[config.mk]
export PLATFORM = sky130hd
export DESIGN_NAME = tbus_arbiter
export DESIGN_NICKNAME = d
export VERILOG_FILES = /design/src/rtl/tbus_arbiter.sv
export SDC_FILE = /design/constraint.sdc
export NUM_CORES = 1
export LEC_CHECK = 0
export BUFFER_PORTS_ARGS = -buffer_cell sky130_fd_sc_hd__buf_2
export CELL_PAD_IN_SITES_DETAIL_PLACEMENT = 0
export CELL_PAD_IN_SITES_GLOBAL_PLACEMENT = 1
export CORE_AREA = 2 2 310 312
export DETAILED_ROUTE_END_ITERATION = 7
export DIE_AREA = 0 0 312 314
export PLACE_DENSITY_LB_ADDON = 0.1
export RECOVER_POWER = 25
export SETUP_SLACK_MARGIN = 0.05
export SYNTH_ARGS = -nofsm -noshare
export SYNTH_HDL_FRONTEND = slang
export SYNTH_SLANG_ARGS = --single-unit
[constraint.sdc]
create_clock -name clock -period 6.11 [get_ports clock]
set_input_delay 0 -clock clock [delete_from_list [all_inputs] [get_ports clock]]
set_output_delay 0 -clock clock [all_outputs]
set_load 0.02 [all_outputs]
[src/rtl/tbus_arbiter.sv]
// Arbitrates load/store requesters onto a single-outstanding tbus; request reaches the bus one cycle after grant.
// Requester ready only in IDLE; responses pass through with no added cycle; ldu_flush drops or drains an in-flight load.
module tbus_arbiter #(
  parameter bit RR_EN = 1'b1
) (
  input  logic        clock,
  input  logic        reset,
  input  logic        ldu_tbus_index_valid,
  output logic        ldu_tbus_index_ready,
  input  logic [63:0] ldu_tbus_index,
  input  logic [63:0] ldu_tbus_write_data,
  input  logic [63:0] ldu_tbus_write_mask,
  input  logic [1:0]  ldu_tbus_operation_type,
  output logic [63:0] ldu_tbus_read_data,
  output logic        ldu_tbus_operation_done,
  input  logic        ldu_flush,
  input  logic        stu_tbus_index_valid,
  output logic        stu_tbus_index_ready,
  input  logic [63:0] stu_tbus_index,
  input  logic [63:0] stu_tbus_write_data,
  input  logic [63:0] stu_tbus_write_mask,
  input  logic [1:0]  stu_tbus_operation_type,
  output logic [63:0] stu_tbus_read_data,
  output logic        stu_tbus_operation_done,
  output logic        tbus_index_valid,
  input  logic        tbus_index_ready,
  output logic [63:0] tbus_index,
  output logic [63:0] tbus_write_data,
  output logic [63:0] tbus_write_mask,
  output logic [1:0]  tbus_operation_type,
  input  logic [63:0] tbus_read_data,
  input  logic        tbus_operation_done,
  output logic        arb_busy
);

  typedef enum logic [1:0] {IDLE, REQ, WAIT, DRAIN} state_t;

  typedef struct packed {
    logic [63:0] index;
    logic [63:0] write_data;
    logic [63:0] write_mask;
    logic [1:0]  operation_type;
  } req_t;

  state_t state, state_nxt;
  req_t   req_q, req_nxt;
  logic   owner, owner_nxt;
  logic   last_grant, last_grant_nxt;
  logic   ld_elig, st_elig, grant_ldu, grant_stu, flush_own;

  // last_grant: 0 = LDU, 1 = STU; STU wins a tie only when LDU had the previous grant
  assign ld_elig   = ldu_tbus_index_valid & ~ldu_flush;
  assign st_elig   = stu_tbus_index_valid;
  assign grant_stu = st_elig & (~ld_elig | (RR_EN & ~last_grant));
  assign grant_ldu = ld_elig & ~grant_stu;
  assign flush_own = ldu_flush & ~owner;
  assign arb_busy  = (state != IDLE);

  always_comb begin
    state_nxt               = state;
    owner_nxt               = owner;
    last_grant_nxt          = last_grant;
    req_nxt                 = req_q;
    ldu_tbus_index_ready    = 1'b0;
    stu_tbus_index_ready    = 1'b0;
    ldu_tbus_operation_done = 1'b0;
    stu_tbus_operation_done = 1'b0;
    ldu_tbus_read_data      = '0;
    stu_tbus_read_data      = '0;
    tbus_index_valid        = 1'b0;
    tbus_index              = '0;
    tbus_write_data         = '0;
    tbus_write_mask         = '0;
    tbus_operation_type     = '0;

    case (state)
      IDLE: begin
        // reset gating keeps the combinational readies low while reset is held
        if (!reset && (grant_ldu || grant_stu)) begin
          ldu_tbus_index_ready = grant_ldu;
          stu_tbus_index_ready = grant_stu;
          owner_nxt            = grant_stu;
          last_grant_nxt       = grant_stu;
          if (grant_stu) begin
            req_nxt.index          = stu_tbus_index;
            req_nxt.write_data     = stu_tbus_write_data;
            req_nxt.write_mask     = stu_tbus_write_mask;
            req_nxt.operation_type = stu_tbus_operation_type;
          end else begin
            req_nxt.index          = ldu_tbus_index;
            req_nxt.write_data     = ldu_tbus_write_data;
            req_nxt.write_mask     = ldu_tbus_write_mask;
            req_nxt.operation_type = ldu_tbus_operation_type;
          end
          state_nxt = REQ;
        end
      end
      REQ: begin
        tbus_index_valid    = 1'b1;
        tbus_index          = req_q.index;
        tbus_write_data     = req_q.write_data;
        tbus_write_mask     = req_q.write_mask;
        tbus_operation_type = req_q.operation_type;
        if (flush_own)
          state_nxt = tbus_index_ready ? DRAIN : IDLE;
        else if (tbus_index_ready)
          state_nxt = WAIT;
      end
      WAIT: begin
        if (tbus_operation_done) begin
          state_nxt = IDLE;
          if (owner) begin
            stu_tbus_operation_done = 1'b1;
            stu_tbus_read_data      = tbus_read_data;
          end else if (!ldu_flush) begin
            ldu_tbus_operation_done = 1'b1;
            ldu_tbus_read_data      = tbus_read_data;
          end
        end else if (flush_own) begin
          state_nxt = DRAIN;
        end
      end
      DRAIN: begin
        if (tbus_operation_done)
          state_nxt = IDLE;
      end
      default: state_nxt = IDLE;
    endcase
  end

  always_ff @(posedge clock or posedge reset) begin
    if (reset) begin
      state      <= IDLE;
      owner      <= 1'b0;
      last_grant <= 1'b1;
      req_q      <= '0;
    end else begin
      state      <= state_nxt;
      owner      <= owner_nxt;
      last_grant <= last_grant_nxt;
      req_q      <= req_nxt;
    end
  end

endmodule

[Word level (Yosys, flattened, before mapping)]
Index checks and enable logic that the tools add are counted.
Cells by class
  equal/unequal tests: 7
  mux-type cells: 32
  bitwise operators: 10
  reduce and logical (&&, ||, !) cells: 7
Operators with widths (count)
  $mux 64: 10
  $mux 194: 1
  $mux 2: 8
  $mux 1: 12
  $pmux 2 s4: 1
  $ne 3x3->1 const B: 2
  $not 1->1: 5
  $and 1x1->1: 4
  $eq 2x2->1 const B: 2
  $ne 2x2->1 const B: 2
  $reduce_and 4->1: 1
  $eq 2x1->1 const B: 1
  $logic_not 2->1: 1
  $reduce_and 2->1: 1
  $reduce_bool 2->1: 1
  $logic_and 1x1->1: 1
  $logic_not 1->1: 1
  $logic_or 1x1->1: 1
  $or 1x1->1: 1
Storage, ports and cells
  flip-flop bits (word level): 198
  input bits: 459
  output and inout bits: 328
  logic and storage cells: 63

[Longest topological paths before layout]
Gate-level depths: netlist of run 1.
  word-level depth: 11
  mapped depth: 6
  gate-level depth less buffers: 3

[Worst setup path after synthesis of run 1]
No wires, ideal clock.
  kind: register -> register
  start point: register state[1]
  end point: register owner
  library setup time: 0.067 ns
  arrival time: 1.811 ns
  required time: 6.043 ns
  setup slack: 4.232 ns
  cell stages (with the launch flop): 6
  buffers on the path: 2
  period minus slack after synthesis: 1.878 ns
  cells stage by stage: dfrtp_1 > or3_1 > buf_2 > clkbuf_1 > nor3_1 > a21o_1
Between the ends
  word-level cells in the longest chain between the ends: 2
Ends and longest elaborated chain
  start: declaration: RTL line 45  | state_t state, state_nxt;
  start signal: assignment: RTL line 138  | state <= state_nxt;
  $logic_not 2->1: RTL line 76  | case (state)
  $reduce_and 2->1 (no source line)
  end signal: assignment: RTL line 139  | owner <= owner_nxt;
  end: declaration: RTL line 47  | logic owner, owner_nxt;
Every way passes these cells.
A chain may end at the register's enable or synchronous reset.

[Final worst setup path of run 1]
  start point: register state[1]
  end point: register req_q[114] in the netlist's numbering
Between the ends
  word-level cells in the longest chain between the ends: 2
Ends and longest elaborated chain
  $logic_not 2->1: RTL line 76
  $reduce_and 2->1 (no source line)
  end signal: assignment: RTL line 141  | req_q <= req_nxt;
  end: declaration: RTL line 46  | req_t req_q, req_nxt;
Every way passes these cells.

==> impl_results.md, run 1 <==
- Routed Wire Length: 85.1 mm
- Final RePlAce weighted congestion: 0.848
- Post-synthesis mux area share: 0
- Vias in the first global route: 17600
- Post-synthesis average cell area: 8.85 um2
- Pwr/cell area: 378 nW/um2
- Starting Density: 0.143
- Final period utilization: 0.588
- Critical path type: flop to flop
- Post-synth EDFFs: 0
- RSZ-0062 raised after global routing: no
- Core ar.: 94400 um2
- Crit. End Element: flop
- Status: finished, violations left
- Worst Hold Class: input pin to flop
- Nets@finish: 2997
- Ys async rst share: 1.00
- Shortest period the worst path allows: 3.60 ns
- Syn nets: 1988
- Clk_lat worst skew: 0.51 ns
- Vias per cell: 4.41
- Clock buffer depth: 2
- Slew margin rel.: -2.07
- Number of port buffers: 786
- Final Hold Fails: 0
- CP Max Fanout: 57
- P&R area growth vs syn: 69.8%
- Global-route wire length before repair: 124 mm
- Failing checks: max-capacitance violations, max-slew violations
- Final worst slack: 2.51 ns
- Worst r2r dst: req_q[114]
- Max IR drop VDD: 0.000229 V
- # rows: 113
- CTS tree: built
- Slew Limit Fails: 83
- GRT overflow: 0
- R2R depth: 6
- Post-synth top flop: dfrtp_1
- Sink Count: 198
- Number of library cell types mapped by synthesis: 27
- Leak Pwr: 0.0103 uW
- Initial antenna violation count: 25
- Max-Cap Viols: 1
- CP Capture Point: req_q[114]
- Clock root buffer master: clkbuf_16
- Die Y: 314 um
- Startpoint Class: flop
- CP dominant cell by count: buf_4
- Fmax: 278 MHz
- Routed len/inst: 22.3 um
- Fin Clk Skew: 0.0208 ns
- Die width: 312 um
- Compound-Gate Fraction of Synth Area: 0.328
- Crit-path cells: or3_4, a21oi_4, buf_4, buf_4, a2bb2oi_1, dlygate4sd3_1
- GR Util All Layers: 0.167
- Main combinational cell family by area after synthesis: compound AO/OA/AOI/OAI gates
- Critical path arrival: 4.04 ns
- Placement-stage worst setup slack: 3.04 ns
- Hpwl dp: 55.8 mm
- Worst Path Required: 6.55 ns
- Final Core Density: 0.243
- Pin count of the biggest net entering global routing: 199
- Total CTS buffers: 17
- Flop-to-flop setup slack: 2.51 ns
- Syn Std Cell Area: 13500 um2
- Slew of the pin with the lowest slew margin: 4.60 ns
- Final setup fails: 0
- Critical path's slowest cell: or3_4
- Number of post-CTS setup repair buffers: 0
- Die area: 98000 um2
- Post-Synth Adder-Cell Area: 0
- Sequential area share after synthesis: 0.366
- Post-DRT Antenna Nets: 0
- Cts hold-fix bufs: 389
- Slowest Stage Delay on Critical Path: 0.72 ns
- Yosys reg bits: 198
- Worst-path clk slew: 0.08 ns
- Critical Path Source: state[1]
- TritonRoute pass-1 iters: 5
- Simple-Gate Fraction of Synth Area: 0.244
- Commonest non-fill, non-tap cells in the layout: 783 x buf_2, 515 x and2_1, 389 x dlygate4sd3_1, 197 x dfrtp_1, 195 x o21ai_0
- DRC violations left: 0
- Syn Inst Count: 1529
- RR Startpoint: state[1]
- DR vias: 16800
- Fin Setup TNS: 0 ns
- Most common cell after layout, fill and taps aside: buf_2
- Synth Area in XOR/XNOR: 0.000647
- H-tree depth: 4
- CTS resizes: 0
- Num ports: 787
- Ys Warns: 0
- Share of cells above drive strength 1: 0.333
- Initial DRC Count: 1018
cell type report:
class	instances	area, um2
well taps	1265	1580
inverters	4	23.8
diodes	7	17.5
repair buffers	1198	8060
multi-input cells	1119	7780
clock buffers	17	425
flip-flops and latches	198	4960
clock inverters	13	124
fillers	10700	71500
power breakdown:
part	leakage, uW	switching [uW]	total (uW)	internal [uW]
combinational	0.00788	2630	5150	2520
clock	0.000256	652	1220	564
sequential	0.00221	347	2310	1960
layer usage:
metal	part of all wire	wire length (um)	up-vias	GRT usage
met5	0.0023	193	-	0
met4	0.015	1250	30	0.0355
met3	0.060	5080	81	0.0415
met2	0.48	40500	554	0.272
met1	0.45	38100	8544	0.222
li1	-	-	7634	-
synthesized netlist by cell type, types with 2 or more instances:
cell / count / area, um2
buf_2: 23 / 115
and2_1: 515 / 3220
clkbuf_1: 182 / 683
a221oi_1: 194 / 1700
a21o_1: 3 / 22.5
nor3_1: 2 / 10.0
a2bb2oi_1: 194 / 1700
nor2b_1: 2 / 12.5
buf_1: 2 / 7.51
nand3b_1: 2 / 15.0
dfrtp_1: 197 / 4930
o21ai_0: 195 / 976
inv_1: 4 / 15.0
cell families (layout without fill, tap and decap cells):
group,count (synthesis),count (layout)
AOI/OAI and AO/OA,590,590
xor gates and xnor gates,1,1
buffers and inverters,212,1232
DFF,198,198
other,0,7
and+or+nand+nor,528,528
registers in the layout, summed over array words and instances (netlist names):
signal	cells
state	2
req_q	194
owner	1
last_grant	1
worst min-delay path by stage:
stage / startpoint / endpoint / depth (start not counted)
floorplan: tbus_operation_done / state[1] / 1
global placement: reset / req_q[54] / 2
detailed placement: reset / req_q[54] / 2
CTS: stu_tbus_index[8] / req_q[138] / 4
global route: stu_tbus_index[8] / req_q[138] / 4
finish: stu_tbus_write_data[45] / req_q[111] / 4
metrics by stage:
stage	hold WS, ns	cell area (um2)	total power (uW)	std cells
global route	0.0639	23000	9250	3820
detailed placement	0.182	18500	6410	3395
floorplan	0.0964	13500	4810	1529
CTS	0.0247	23000	8790	3814
finish	0.0484	23000	8680	3821
global placement	0.195	18500	6420	3395
worst max-delay path, delay by kind of cell, from the launching register on:
kind / cells / cell delay, ns
compound gates: 2 / 0.49
buf+inv: 3 / 1.75
flops: 1 / 0.45
simple gates: 1 / 0.72
Power figures use the tool's default switching activity.
==> run 2, diff against run 1 <==
--- a/config.mk
+++ b/config.mk
@@ -8,9 +8,9 @@
 export BUFFER_PORTS_ARGS = -buffer_cell sky130_fd_sc_hd__buf_2
 export CELL_PAD_IN_SITES_DETAIL_PLACEMENT = 0
 export CELL_PAD_IN_SITES_GLOBAL_PLACEMENT = 1
-export CORE_AREA = 2 2 310 312
+export CORE_AREA = 2 2 308 310
 export DETAILED_ROUTE_END_ITERATION = 7
-export DIE_AREA = 0 0 312 314
+export DIE_AREA = 0 0 310 312
 export PLACE_DENSITY_LB_ADDON = 0.1
 export RECOVER_POWER = 25
 export SETUP_SLACK_MARGIN = 0.05
==> constraint.sdc (replaced) <==
create_clock -name clock -period 3 [get_ports clock]
set_input_delay 0 -clock clock [delete_from_list [all_inputs] [get_ports clock]]
set_output_delay 0 -clock clock [all_outputs]
set_load 0.02 [all_outputs]
==> impl_results.md, run 2 (synthesis gave the netlist of run 1 again) <==
- CP Max Fanout: 92 (+61%)
- Register area: 4960 um2 (unchanged)
- DRC violations left: 0 (unchanged)
- Status: finished, violations left
- Pwr/cell area: 776 nW/um2 (+110%)
- Post-DRT Antenna Nets: 0 (unchanged)
- Share of cells above drive strength 1: 0.336 (+0.00287)
- Biggest regs: req_q: 194 flops, state: 2 flops
- Worst Path Required: 3.45 ns (-3.10 ns)
- Vias in the first global route: 17500 (-0.31%)
- Fill cells: 10500 (-1.6%)
- Largest Register: req_q
- Fin Clk Skew: 0.0121 ns (-0.00875 ns)
- Failing checks: max-capacitance violations, max-slew violations
- Core ar.: 93000 um2 (-1.5%)
- Starting Density: 0.145 (+0.00215)
- Slew margin rel.: -0.247 (+1.82)
- Routed Wire Length: 87.2 mm (+2.4%)
- Nets@finish: 3006 (+0.30%)
- P&R area growth vs syn: 72.0%
- Final setup fails: 0 (unchanged)
- Final RePlAce weighted congestion: 0.906 (+6.8%)
- Initial antenna violation count: 35 (+40%)
- Global-route wire length before repair: 125 mm (+0.61%)
- Vias per cell: 4.41 (about the same)
- Leak Pwr: 0.0105 uW (+1.4%)
- DR vias: 16900 (+0.34%)
- Num ports: 787 (unchanged)
- TritonRoute pass-1 iters: 5 (unchanged)
- Number of port buffers: 786 (unchanged)
- Slew Limit Fails: 200 (+140%)
- Shortest period the worst path allows: 2.71 ns (-0.881 ns)
- Number of post-CTS setup repair buffers: 0 (unchanged)
- Hpwl dp: 58.7 mm (+5.2%)
- GRT overflow: 0 (unchanged)
- Die area: 96700 um2 (-1.3%)
- Die Y: 312 um (-0.64%)
- CTS tree: built
- Routed len/inst: 22.8 um (+2.2%)
- # rows: 112 (-0.88%)
- Final period utilization: 0.905 (+0.316)
- Commonest non-fill, non-tap cells in the layout: 784 x buf_2, 515 x and2_1, 389 x dlygate4sd3_1, 197 x dfrtp_1, 195 x o21ai_0
- Sink Count: 198 (unchanged)
- H-tree depth: 4 (unchanged)
- Clock root buffer master: clkbuf_16
- Worst-path clk slew: 0.08 ns (about the same)
- Crit. End Element: flop
- Pin count of the biggest net entering global routing: 196 (-1.5%)
- Max reg flops: 194 (unchanged)
- Most common cell after layout, fill and taps aside: buf_2
- Final Hold Fails: 0 (unchanged)
- Max-Cap Viols: 2 (+1)
- Fmax: 368 MHz (+32%)
- Worst Hold Class: input pin to flop
- Max IR drop VDD: 0.000434 V (+89%)
- Critical path type: flop to flop
- Startpoint Class: flop
- Fin Setup TNS: 0 ns (unchanged)
- Critical path arrival: 3.17 ns (-0.87 ns)
- Final worst slack: 0.285 ns (-2.23 ns)
- Die width: 310 um (-0.64%)
- GR Util All Layers: 0.174 (+0.00692)
- RSZ-0062 raised after global routing: no
- Multi-input logic area: 7780 um2 (unchanged)
- Clock buffer depth: 2 (unchanged)
- Slew of the pin with the lowest slew margin: 1.87 ns (-2.73 ns)
- Placement-stage worst setup slack: 0.838 ns (-2.20 ns)
- Clk_lat worst skew: 0.52 ns (about the same)
- Initial DRC Count: 1049 (+3.0%)
- Total CTS buffers: 17 (unchanged)
[run 2: changes by cell type in the layout (fill, tap and decap cells not counted)]
cell / before / now
buf_2: 783 / 784
clkbuf_8: 0 / 3
clkinvlp_4: 5 / 1
bufinv_16: 1 / 3
buf_12: 5 / 16
clkinv_2: 2 / 0
clkinv_4: 0 / 2
diode_2: 7 / 17
clkbuf_4: 0 / 2
buf_4: 19 / 15
[run 2: cell type report]
cell class	count	share of cell area
clock inverter	11	0.00693
antenna	17	0.00183
clock buffer	21	0.0202
sequential	198	0.213
multi-input combinational	1119	0.334
timing repair buffer	1207	0.355
inverter	4	0.00102
tap	1254	0.0674
[run 2: worst max-delay path, cell delays in order (launching register included)]
cell,delay (ns)
dfrtp_1,0.46
or3_4,0.57
a21oi_4,0.27
buf_12,0.39
a2bb2oi_1,0.21
dlygate4sd3_1,0.56
[run 2: worst paths after layout]
path                       cells past startpoint    endpoint                    start  slack, ns
max                                            5  req_q[150]                 state[1]       0.29
min                                            4  req_q[113]  stu_tbus_write_data[47]       0.05
max reg2reg                                    5  req_q[150]                 state[1]       0.29
min reg2reg                                    1  last_grant               last_grant       0.53
max in group asynchronous                      4  req_q[114]                    reset       0.99
min in group asynchronous                      4    state[1]                    reset       0.61
[run 2: per-stage QoR]
step | cells | power [uW] | hold slack, ns | utilization | cell area, um2
after CTS | 3814 | 18300 | 0.00131 | 0.250 | 23300
after detailed placement | 3393 | 13200 | 0.259 | 0.201 | 18700
after global placement | 3393 | 13200 | 0.231 | 0.201 | 18700
final | 3831 | 18100 | 0.0527 | 0.250 | 23300
after global routing | 3825 | 19200 | 0.0290 | 0.250 | 23300
after floorplan | 1529 | 9800 | 0.0964 | - | 13500
[run 2: repair_timing]
| action | 4_1_cts | 5_1_grt |
|---|---|---|
| hold endpoints to repair | 393 | 0 |
| hold buffers | 389 | 0 |
| resized for setup | 0 | 0 |
[run 2: report_power, final]
group | total, uW | switching, uW | internal [uW]
Combinational | 10600 | 5380 | 5230
Sequential | 4730 | 734 | 3990
Clock | 2740 | 1340 | 1400
[run 2: metal layers]
metal  vias to the layer above  part of all wire  track usage
met5                         -            0.0021            0
met4                        28             0.021       0.0551
met3                        92             0.075       0.0543
met2                       567              0.46        0.274
met1                      8551              0.44        0.225
li1                       7663                 -            -
==> run 3, diff against run 2 <==
--- a/config.mk
+++ b/config.mk
@@ -5,12 +5,15 @@
 export SDC_FILE = /design/constraint.sdc
 export NUM_CORES = 1
 export LEC_CHECK = 0
+export ABC_AREA = 1
 export BUFFER_PORTS_ARGS = -buffer_cell sky130_fd_sc_hd__buf_2
+export CAP_MARGIN = 0
 export CELL_PAD_IN_SITES_DETAIL_PLACEMENT = 0
 export CELL_PAD_IN_SITES_GLOBAL_PLACEMENT = 1
-export CORE_AREA = 2 2 308 310
+export CORE_AREA = 2 2 306 308
+export CTS_BUF_LIST = sky130_fd_sc_hd__clkbuf_4 sky130_fd_sc_hd__clkbuf_8
 export DETAILED_ROUTE_END_ITERATION = 7
-export DIE_AREA = 0 0 310 312
+export DIE_AREA = 0 0 308 310
 export PLACE_DENSITY_LB_ADDON = 0.1
 export RECOVER_POWER = 25
 export SETUP_SLACK_MARGIN = 0.05
==> impl_results.md, run 3 <==
- Max-Cap Viols: 0 (-2)
- Final RePlAce weighted congestion: 0.764 (-16%)
- Post-DRT Antenna Nets: 0 (unchanged)
- Pin count of the biggest net entering global routing: 139 (-29%)
- Syn Std Cell Area: 12000 um2 (-12%)
- P&R area growth vs syn: 79.6%
- Sink Count: 198 (unchanged)
- Total CTS buffers: 17 (unchanged)
- Worst Hold Class: input pin to flop
- Pwr/cell area: 640 nW/um2 (-18%)
- Final worst slack: 0.204 ns (-0.0813 ns)
- Global-route wire length before repair: 98.2 mm (-21%)
- Largest Register: req_q
- Critical path arrival: 3.31 ns (+0.14 ns)
- Core ar.: 92500 um2 (-0.60%)
- Critical path type: flop to flop
- # rows: 112 (unchanged)
- Vias per cell: 3.68 (-17%)
- Post-synth EDFFs: 0 (unchanged)
- Hpwl dp: 53.2 mm (-9.3%)
- Most frequent cell after synthesis: nand2_1
- Die area: 95500 um2 (-1.3%)
- Post-synth top area cell: dfrtp_1
- Initial antenna violation count: 16 (-54%)
- GR Util All Layers: 0.138 (-0.0352)
- Worst Path Required: 3.51 ns (+0.06 ns)
- Final cell count without fillers: 4247 (+11%)
- DR vias: 15600 (-7.5%)
- Fin Clk Skew: 0.0213 ns (+0.00921 ns)
- Yosys reg bits: 198 (unchanged)
- Worst-path clk slew: 0.11 ns (+0.03 ns)
- Initial DRC Count: 586 (-44%)
- Max IR drop VDD: 0.000325 V (-25%)
- Number of port buffers: 786 (unchanged)
- Fill cells: 10800 (+2.5%)
- Slew of the pin with the lowest slew margin: 1.33 ns (-0.539 ns)
- RR Startpoint: state[1]
- CP Max Fanout: 7 (-92%)
- TritonRoute pass-1 iters: 5 (unchanged)
- Slew margin rel.: 0.112 (+0.360)
- Biggest regs: req_q: 194 flops, state: 2 flops
- Sequential area share after synthesis: 0.414 (+0.0482)
- Hold slack final: 0.211 ns (+0.159 ns)
- Synth top area cells: dfrtp_1 41%, nand2_1 25%, nor2_1 10%
- Hold Path End: req_q[126]
- Die Y: 310 um (-0.64%)
- Number of post-CTS setup repair buffers: 0 (unchanged)
- WHS Path Cells: 7 (+3)
- Crit. End Element: flop
- Final Hold Fails: 0 (unchanged)
- Syn Inst Count: 1922 (+26%)
- Commonest non-fill, non-tap cells in the layout: 792 x nand2_1, 785 x buf_2, 402 x dlygate4sd3_1, 325 x nor2_1, 266 x inv_1
- Num ports: 787 (unchanged)
- Clock root buffer master: clkbuf_8
- Worst r2r dst: state[0]
- Post-synth top flop: dfrtp_1
- GRT overflow: 0 (unchanged)
- Die width: 308 um (-0.65%)
- Routed Wire Length: 68.8 mm (-21%)
- Final period utilization: 0.932 (+0.0271)
- CTS tree: built
- Routed len/inst: 16.2 um (-29%)
- Ys Warns: 0 (unchanged)
- Final setup fails: 0 (unchanged)
- Share of cells above drive strength 1: 0.280 (-0.0556)
- Nets@finish: 3489 (+16%)
- Post-synthesis average cell area: 6.22 um2 (-30%)
- Vias in the first global route: 15700 (-10%)
- H-tree depth: 4 (unchanged)
- Post-synth top area share: 0.412 (+0.0479)
- R2R depth: 8 (+3)
- Clk_lat worst skew: 0.59 ns (+0.07 ns)
- DRC violations left: 0 (unchanged)
- Clock buffer depth: 2 (unchanged)
- Ys async rst share: 1.00 (unchanged)
- Placed Cells: 3806 (+12%)
- Shortest period the worst path allows: 2.80 ns (+0.0813 ns)
- Fmax: 358 MHz (-2.9%)
- Hold wc startpoint: stu_tbus_index_valid
- Most common cell after layout, fill and taps aside: nand2_1
- Status: finished, final reports clean
- RSZ-0062 raised after global routing: no
- Flop-to-flop setup slack: 0.20 ns (-0.08 ns)
- Leak Pwr: 0.0122 uW (+16%)
- Max reg flops: 194 (unchanged)
- Number of library cell types mapped by synthesis: 19 (-30%)
- Placement-stage worst setup slack: 0.700 ns (-0.138 ns)
- Syn nets: 2381 (+20%)
- Startpoint Class: flop
- Starting Density: 0.129 (-0.0161)
- Slew Limit Fails: 0 (-100%)
- Commonest cells post-synth: 793 x nand2_1, 326 x nor2_1, 268 x inv_1
==> run 3: cell types whose count changed after synthesis, sizes merged, moves of 194 or more <==
cell / before / now
a221oi: 194 / 0
a2bb2oi: 194 / 0
and2: 516 / 0
inv: 4 / 274
nand2: 1 / 795
nor2: 1 / 328
==> run 3: worst max-delay path by stage <==
stage                   from                     end  depth (start not counted)
finish              state[1]                state[0]                          8
global route        state[0]                state[0]                          9
CTS                 state[0]  stu_tbus_read_data[57]                          9
detailed placement  state[0]  stu_tbus_read_data[57]                          9
global placement    state[0]  stu_tbus_read_data[57]                          9
floorplan              reset                   owner                          6
==> run 3: cell type report <==
type,instances,area (um2),share of cell area
flip-flops and latches,198,4960,0.231
well taps,1197,1500,0.0697
multi-input cells,1331,5320,0.248
inverters,274,1050,0.0488
clock buffers,19,255,0.0119
repair buffers,1208,8250,0.384
clock inverters,13,138,0.00641
diodes,7,17.5,0.000816
==> run 3: per-layer routing <==
layer / GRT usage / share of wire / vias to the layer above
met5: 0 / 0.0010 / -
met4: 0.0461 / 0.024 / 12
met3: 0.0271 / 0.048 / 70
met2: 0.273 / 0.55 / 435
met1: 0.145 / 0.38 / 7266
li1: - / - / 7846
==> run 3: power by group <==
group          switching, uW  leakage (uW)  internal [uW]
logic                   5000       0.00953           2630
registers                312       0.00246           3880
clock network           1200      0.000197            712
total                   6510        0.0122           7230
==> run 3: through the flow <==
step	total power (uW)	utilization	cell area, um2	TNS [ns]
after floorplan	8690	-	12100	-181.34
after global placement	11400	0.184	17000	0
after detailed placement	11400	0.184	17000	0
after CTS	14200	0.232	21500	0
after global routing	15000	0.232	21500	0
final	13700	0.232	21500	0
==> run 3: timing repair <==
action,in CTS,in global routing
endpoints found under the setup margin,31,32
hold buffers,402,0
resized for setup,1,2
endpoints found under the hold margin,238,0
==> run 3: kinds of logic (layout without fill, tap and decap cells) <==
family / count (synthesis) / in the layout / share of synthesized area
other: 0 / 7 / 0
AOI/OAI and AO/OA: 195 / 195 / 0.0816
DFF: 198 / 198 / 0.414
buffers and inverters: 393 / 1514 / 0.143
and+or+nand+nor: 1136 / 1136 / 0.361
==> run 3: worst max-delay path, cell delays in order, from the launching register on <==
cell,delay [ns]
dfrtp_1,0.49
nor2_4,0.25
nand4_1,0.11
dlygate4sd3_1,0.60
nand3_1,0.07
dlygate4sd3_1,0.55
nor2_1,0.04
dlygate4sd3_1,0.55
nor2_1,0.08
